## config.mk

```make
export PLATFORM = sky130hd
export DESIGN_NAME = bgr_pixel_engine
export DESIGN_NICKNAME = d
export VERILOG_FILES = /design/src/rtl/bgr_pkg.sv /design/src/rtl/bgr_dist_sq.sv /design/src/rtl/bgr_pixel_engine.sv
export SDC_FILE = /design/constraint.sdc
export NUM_CORES = 2
export LEC_CHECK = 0
export CORE_UTILIZATION = 40
export CTS_CLUSTER_SIZE = 14
export DETAILED_ROUTE_END_ITERATION = 10
export MAX_ROUTING_LAYER = met4
export RECOVER_POWER = 100
export SLEW_MARGIN = 20
export SYNTH_ARGS = -nofsm -noshare
export SYNTH_HDL_FRONTEND = slang
export SYNTH_HIERARCHICAL = 1
export SYNTH_SLANG_ARGS = --single-unit
```

## constraint.sdc

```tcl
create_clock -name Clk -period 22.1 [get_ports Clk]
set_input_delay 4.42 -clock Clk [delete_from_list [all_inputs] [get_ports Clk]]
set_output_delay 4.42 -clock Clk [all_outputs]
set_load 0.02 [all_outputs]
```

## src/rtl/bgr_pkg.sv

```systemverilog
// Shared types and width helpers for the background-removal pixel engine.
package bgr_pkg;

    typedef enum logic [3:0] {
        ST_IDLE  = 4'b0001,
        ST_RUN   = 4'b0010,
        ST_DRAIN = 4'b0100,
        ST_DONE  = 4'b1000
    } state_e;

    localparam logic MODE_SUM = 1'b0;
    localparam logic MODE_BG  = 1'b1;

    function automatic int idx_w(input int n);
        return (n > 1) ? $clog2(n) : 1;
    endfunction

    function automatic int sum_w(input int cw, input int n);
        return cw + idx_w(n);
    endfunction

    function automatic int dist_w(input int cw);
        return 2 * cw + 2;
    endfunction

endpackage

```

## src/rtl/bgr_dist_sq.sv

```systemverilog
// Squared Euclidean distance of one RGB pixel from the expected background colour.
module bgr_dist_sq
    import bgr_pkg::*;
#(
    parameter  int CW     = 8,
    localparam int DIST_W = dist_w(CW)
) (
    input  logic [CW-1:0]     r_i,
    input  logic [CW-1:0]     g_i,
    input  logic [CW-1:0]     b_i,
    input  logic [CW-1:0]     re_i,
    input  logic [CW-1:0]     ge_i,
    input  logic [CW-1:0]     be_i,
    output logic [DIST_W-1:0] dist_o
);

    // Absolute difference keeps the operands unsigned and avoids wrap-around.
    function automatic logic [2*CW-1:0] sq_diff(input logic [CW-1:0] a, input logic [CW-1:0] b);
        logic [CW-1:0] d;
        d = (a >= b) ? (a - b) : (b - a);
        return (2 * CW)'(d) * (2 * CW)'(d);
    endfunction

    assign dist_o = DIST_W'(sq_diff(r_i, re_i))
                  + DIST_W'(sq_diff(g_i, ge_i))
                  + DIST_W'(sq_diff(b_i, be_i));

endmodule

```

## src/rtl/bgr_pixel_engine.sv

```systemverilog
// Per-slice pixel engine: SUM accumulates channel totals, BG swaps near-background pixels.
// Optional BGR_FG_MASK_EN adds fg_mask reporting which pixels were kept in the last BG job.
module bgr_pixel_engine
    import bgr_pkg::*;
#(
    parameter  int NUM_PIXELS = 4,
    parameter  int CW         = 8,
    localparam int SUM_W      = sum_w(CW, NUM_PIXELS),
    localparam int DIST_W     = dist_w(CW),
    localparam int PW         = CW * NUM_PIXELS
) (
    input  logic              Clk,
    input  logic              Reset,
    input  logic              Start,
    input  logic              Mode,
    input  logic              Ack,
    input  logic [PW-1:0]     red_in,
    input  logic [PW-1:0]     green_in,
    input  logic [PW-1:0]     blue_in,
    input  logic [CW-1:0]     red_exp,
    input  logic [CW-1:0]     green_exp,
    input  logic [CW-1:0]     blue_exp,
    input  logic [DIST_W-1:0] threshold,
    input  logic [CW-1:0]     bg_r,
    input  logic [CW-1:0]     bg_g,
    input  logic [CW-1:0]     bg_b,
    output logic [PW-1:0]     red_out,
    output logic [PW-1:0]     green_out,
    output logic [PW-1:0]     blue_out,
    output logic [SUM_W-1:0]  red_sum,
    output logic [SUM_W-1:0]  green_sum,
    output logic [SUM_W-1:0]  blue_sum,
    output logic              Busy,
    output logic              Done,
    output logic [3:0]        state_o
`ifdef BGR_FG_MASK_EN
    ,
    output logic [NUM_PIXELS-1:0] fg_mask
`endif
);

    localparam int            IDX_W = idx_w(NUM_PIXELS);
    localparam logic [IDX_W-1:0] LAST = IDX_W'(NUM_PIXELS - 1);

    state_e state_q, state_d;
    logic   done_entry;

    logic                  mode_q;
    logic [PW-1:0]         pix_r_q, pix_g_q, pix_b_q;
    logic [CW-1:0]         exp_r_q, exp_g_q, exp_b_q;
    logic [CW-1:0]         bgc_r_q, bgc_g_q, bgc_b_q;
    logic [DIST_W-1:0]     thr_q;

    logic [IDX_W-1:0]      idx_q, sel_idx_q, dist_idx_q;
    logic                  fetch_done_q, sel_vld_q, dist_vld_q;
    logic [CW-1:0]         sel_r_q, sel_g_q, sel_b_q;
    logic [DIST_W-1:0]     dist_q, dist_d;
    logic                  kept;

    logic [SUM_W-1:0]      acc_r_q, acc_g_q, acc_b_q, acc_r_d, acc_g_d, acc_b_d;
    logic [PW-1:0]         res_r_q, res_g_q, res_b_q, res_r_d, res_g_d, res_b_d;
    logic [NUM_PIXELS-1:0] keep_q, keep_d;

    bgr_dist_sq #(.CW(CW)) u_dist (
        .r_i    (sel_r_q),
        .g_i    (sel_g_q),
        .b_i    (sel_b_q),
        .re_i   (exp_r_q),
        .ge_i   (exp_g_q),
        .be_i   (exp_b_q),
        .dist_o (dist_d)
    );

    always_ff @(posedge Clk or posedge Reset) begin
        if (Reset) state_q <= ST_IDLE;
        else       state_q <= state_d;
    end

    // The pixel being processed is the registered fetch (sel_*), one cycle behind idx.
    always_comb begin
        state_d = state_q;
        unique case (state_q)
            ST_IDLE:  if (Start) state_d = ST_RUN;
            ST_RUN:   if (sel_vld_q && sel_idx_q == LAST)
                          state_d = (mode_q == MODE_BG) ? ST_DRAIN : ST_DONE;
            ST_DRAIN: state_d = ST_DONE;
            ST_DONE:  if (Ack) state_d = ST_IDLE;
            default:  state_d = ST_IDLE;
        endcase
        Busy       = (state_q == ST_RUN) || (state_q == ST_DRAIN);
        Done       = (state_q == ST_DONE);
        state_o    = state_q;
        done_entry = (state_d == ST_DONE) && (state_q != ST_DONE);
    end

    assign kept = dist_q > thr_q;

    always_comb begin
        acc_r_d = acc_r_q;
        acc_g_d = acc_g_q;
        acc_b_d = acc_b_q;
        res_r_d = res_r_q;
        res_g_d = res_g_q;
        res_b_d = res_b_q;
        keep_d  = keep_q;
        if (state_q == ST_RUN && sel_vld_q && mode_q == MODE_SUM) begin
            acc_r_d = acc_r_q + SUM_W'(sel_r_q);
            acc_g_d = acc_g_q + SUM_W'(sel_g_q);
            acc_b_d = acc_b_q + SUM_W'(sel_b_q);
        end
        if (dist_vld_q) begin
            res_r_d[dist_idx_q*CW +: CW] = kept ? pix_r_q[dist_idx_q*CW +: CW] : bgc_r_q;
            res_g_d[dist_idx_q*CW +: CW] = kept ? pix_g_q[dist_idx_q*CW +: CW] : bgc_g_q;
            res_b_d[dist_idx_q*CW +: CW] = kept ? pix_b_q[dist_idx_q*CW +: CW] : bgc_b_q;
            keep_d[dist_idx_q]           = kept;
        end
    end

    always_ff @(posedge Clk or posedge Reset) begin
        if (Reset) begin
            mode_q       <= 1'b0;
            pix_r_q      <= '0;
            pix_g_q      <= '0;
            pix_b_q      <= '0;
            exp_r_q      <= '0;
            exp_g_q      <= '0;
            exp_b_q      <= '0;
            bgc_r_q      <= '0;
            bgc_g_q      <= '0;
            bgc_b_q      <= '0;
            thr_q        <= '0;
            idx_q        <= '0;
            sel_idx_q    <= '0;
            dist_idx_q   <= '0;
            fetch_done_q <= 1'b0;
            sel_vld_q    <= 1'b0;
            dist_vld_q   <= 1'b0;
            sel_r_q      <= '0;
            sel_g_q      <= '0;
            sel_b_q      <= '0;
            dist_q       <= '0;
            acc_r_q      <= '0;
            acc_g_q      <= '0;
            acc_b_q      <= '0;
            res_r_q      <= '0;
            res_g_q      <= '0;
            res_b_q      <= '0;
            keep_q       <= '0;
        end else if (state_q == ST_IDLE && Start) begin
            mode_q       <= Mode;
            pix_r_q      <= red_in;
            pix_g_q      <= green_in;
            pix_b_q      <= blue_in;
            exp_r_q      <= red_exp;
            exp_g_q      <= green_exp;
            exp_b_q      <= blue_exp;
            bgc_r_q      <= bg_r;
            bgc_g_q      <= bg_g;
            bgc_b_q      <= bg_b;
            thr_q        <= threshold;
            idx_q        <= '0;
            fetch_done_q <= 1'b0;
            sel_vld_q    <= 1'b0;
            dist_vld_q   <= 1'b0;
            acc_r_q      <= '0;
            acc_g_q      <= '0;
            acc_b_q      <= '0;
        end else begin
            sel_vld_q  <= (state_q == ST_RUN) && !fetch_done_q;
            dist_vld_q <= (state_q == ST_RUN) && sel_vld_q && (mode_q == MODE_BG);
            if (state_q == ST_RUN && !fetch_done_q) begin
                sel_r_q   <= pix_r_q[idx_q*CW +: CW];
                sel_g_q   <= pix_g_q[idx_q*CW +: CW];
                sel_b_q   <= pix_b_q[idx_q*CW +: CW];
                sel_idx_q <= idx_q;
                if (idx_q == LAST) fetch_done_q <= 1'b1;
                else               idx_q        <= idx_q + IDX_W'(1);
            end
            if (state_q == ST_RUN && sel_vld_q) begin
                dist_q     <= dist_d;
                dist_idx_q <= sel_idx_q;
            end
            acc_r_q <= acc_r_d;
            acc_g_q <= acc_g_d;
            acc_b_q <= acc_b_d;
            res_r_q <= res_r_d;
            res_g_q <= res_g_d;
            res_b_q <= res_b_d;
            keep_q  <= keep_d;
        end
    end

    // Results are published from the next-state values so the final pixel lands on DONE entry.
    always_ff @(posedge Clk or posedge Reset) begin
        if (Reset) begin
            red_out   <= '0;
            green_out <= '0;
            blue_out  <= '0;
            red_sum   <= '0;
            green_sum <= '0;
            blue_sum  <= '0;
`ifdef BGR_FG_MASK_EN
            fg_mask   <= '0;
`endif
        end else if (done_entry) begin
            if (mode_q == MODE_BG) begin
                red_out   <= res_r_d;
                green_out <= res_g_d;
                blue_out  <= res_b_d;
`ifdef BGR_FG_MASK_EN
                fg_mask   <= keep_d;
`endif
            end else begin
                red_sum   <= acc_r_d;
                green_sum <= acc_g_d;
                blue_sum  <= acc_b_d;
            end
        end
    end

endmodule
```

==> results_dict.tcl <==
set metrics [dict create \
    die_y_um 290.0 \
    synth.area.mux_share 0.09026 \
    grt_setup_unrepaired "no" \
    critPathKind "input pin to register" \
    ys_seq_area_frac 0.3546 \
    grt_usage 0.2505 \
    cpPeakStageDelay_ps 2810 \
    dp_hpwl_um 70100 \
    hold_class "register to register" \
    fin_crit_sh 0.5786 \
    drv_slew 1124 \
    regArea_um2 11770 \
    max_freq_mhz 78.21 \
    rr_worst_depth 30 \
    wl_per_cell_um 21.51 \
    via_per_inst 5.614 \
    fillers 7819 \
    clk_pin_slew_ps 60 \
    htree_num_levels 2 \
    synth_cells 3557 \
    synth-seq-cells 470 \
    yosys.area_share.adder 0.1506 \
    vias 26930 \
    grt_antenna_before_repair 5 \
    drive_gt1_frac 0.1037 \
    max_slew_margin -1.971 \
    synthArstFlopShare 1.000 \
    hold_viol 0 \
    ys_warn_count 6 \
    synth_top_cell_area_share 0.3538 \
    setup_viol 0 \
    grt_pass1_wl_um 159700 \
    maxCapViolCount 21 \
    cts_hold_buf 0 \
    drt_wl_total_um 103200 \
    area_growth_pct 16.11 \
    required_ps 22640 \
    synth_area_per_cell_um2 9.326 \
    synth_area_leaders "dfrtp_1 35%, fa_1 8.6%, nand2_1 7.8%, ha_1 6.5%, mux2_2 4.9%" \
    synth_top_family_by_area "simple AND/OR/NAND/NOR gates" \
    drt-initial-drc-count 2198 \
    crit_path_end_kind "register" \
    critPathMaxFanout 82 \
    clk_latency_ps 630 \
    worst_path_max_delay_cell "clkbuf_1" \
    start_util 0.4040 \
    drtAntennaViolNets 0 \
    first_pass_iters 5 \
    synth_cell_types 72 \
    gp_congestion 0.8953 \
    cp.arrival_ps 13320 \
    cts_tree "done" \
    worstMarginPinSlew_ps 4432 \
    fin_skew_ps 34.16 \
    status "complete, but fails checks" \
    multi_input_area_um2 19240 \
    min_period_ps 12790 \
    cts_setup_buffers 0 \
    setup_tns_ps 0 \
    num-nets-final 4162 \
    core_um2 82110 \
    synth-simple-area-share 0.2174 \
    grt_pass1_vias 26330 \
    r2r_slack_ps 12420 \
    synth-compound-area-share 0.1081 \
    synth-edff-count 0 \
    die_w_um 290.0 \
    cts_inserted_buffers 56 \
    yosys.area.top_type "dfrtp_1" \
    io_pins 299 \
    start_kind "input pin" \
    die_area_um2 84090 \
    grt_max_degree 145 \
    syn_nets 4038 \
    port_buffers 298 \
    synth_flop_cell "dfrtp_1" \
    rows 105 \
    cts.path.max_buffers 3 \
    synthesis.area_um2 33170 \
    overflow 0 \
    cp_cell_sequence "dlygate4sd3_1 > nor2b_1 > and3_1 > clkbuf_1 > clkbuf_1 > nand2_1 > nand2_1" \
    failed_checks "max-capacitance violations, max-slew violations" \
    clock-sinks 470 \
    root_buffer "clkbuf_16" \
    hold_depth 2 \
    synthXorXnorAreaFrac 0.01241 \
    drc 0 \
    post_cts_resized 0 \
]
cell type report:
type / instances / area share
Multi-Input combinational cell: 2531 / 0.4996
Sequential cell: 470 / 0.3055
Timing Repair Buffer: 338 / 0.08430
Clock buffer: 83 / 0.04294
Tap cell: 1070 / 0.03476
Inverter: 284 / 0.02771
Clock inverter: 17 / 0.004938
Antenna cell: 3 / 0.0001949
registers in the layout, summed over array words and instances (netlist names), 32 cells and up:
register and flops:
blue_out 32, res_b_q 32, pix_b_q 32, res_r_q 32, pix_r_q 32, res_g_q 32
green_out 32, red_out 32, pix_g_q 32
logic make-up after synthesis:
logic type / Yosys count
simple gates: 1496
buf+inv: 556
flops: 470
compound gates: 453
fa+ha+maj: 314
mux: 221
xor+xnor: 47
path summary, 6_finish.rpt:
kind,end,from
max,thr_q[0]$_DFFE_PP0P_,Start
min,exp_b_q[7]$_DFFE_PP0P_,exp_b_q[7]$_DFFE_PP0P_
max reg2reg,dist_q[16]$_DFFE_PP0P_,sel_b_q[0]$_DFFE_PP0P_
min reg2reg,exp_b_q[7]$_DFFE_PP0P_,exp_b_q[7]$_DFFE_PP0P_
max in group asynchronous,blue_out[1]$_DFFE_PP0P_,Reset
min in group asynchronous,blue_sum[8]$_DFFE_PP0P_,Reset
per-layer routing:
metal | vias to the layer above | GRT usage | part of all wire
li1 | 12560 | - | -
met1 | 13350 | 0.3447 | 0.46
met2 | 865 | 0.3707 | 0.45
met3 | 153 | 0.04703 | 0.065
met4 | 0 | 0.08303 | 0.032
met5 | - | - | 0
critical path: cells and delay by family:
kind	cells	cell delay, ps
buffers and inverters	3	5870
AND/OR/NAND/NOR	4	2920
per-stage QoR:
step                setup slack [ps]  hold WS [ps]  instance area, um^2  cells    util
floorplan                       4573         445.7                33170   3557       -
global placement               13100         464.4                36790   4693  0.4480
detailed placement             13060         463.5                36790   4693  0.4480
CTS                            13010         478.0                38630   4793  0.4705
global route                    8026         499.0                38520   4796  0.4691
finish                          9313         474.2                38520   4796  0.4691
synthesized netlist by cell type, types with 6 or more instances:
master and n:
a211oi_1 17, a21o_1 27, a21oi_1 83, a221oi_1 56
a221oi_2 40, a31oi_1 6, a32oi_1 94, and2_1 32
and3_1 107, buf_1 14, buf_2 47, buf_6 7
clkbuf_1 200, dfrtp_1 469, fa_1 142, ha_1 172
inv_1 283, mux2_2 145, mux2i_1 28, mux4_2 48
nand2_1 693, nand2b_1 13, nand3_1 303, nand4_1 7
nand4b_1 94, nor2_1 170, nor2b_1 18, nor3_1 10
o211ai_1 9, o21a_1 13, o21ai_0 62, o21bai_1 10
o31a_1 7, o31ai_1 6, or2_2 11, xnor2_1 31
xor2_1 16
cell usage in the layout, fill, tap and decap left out, types with 16 or more instances in the layout:
cell               n
nand2_1          693
fa_1             142
nor2_1           166
dfrtp_1          467
nor2b_1           18
xnor2_1           31
ha_1             172
buf_4             26
dlygate4sd3_1    134
a21o_1            27
a211oi_1          18
o21ai_0           63
mux2_2           145
a32oi_1           94
and3_1           107
mux4_2            48
and2_1            31
clkbuf_1          26
mux2i_1           28
nand4b_1          94
inv_1            282
nand3_1          303
a221oi_1          56
clkdlybuf4s50_1  164
a221oi_2          40
xor2_1            16
a21oi_1           83
clkbuf_16         57
Power is left out: the tool's default activity adds up to more than one toggle a clock period on the data nets, which glitch-free logic cannot reach.
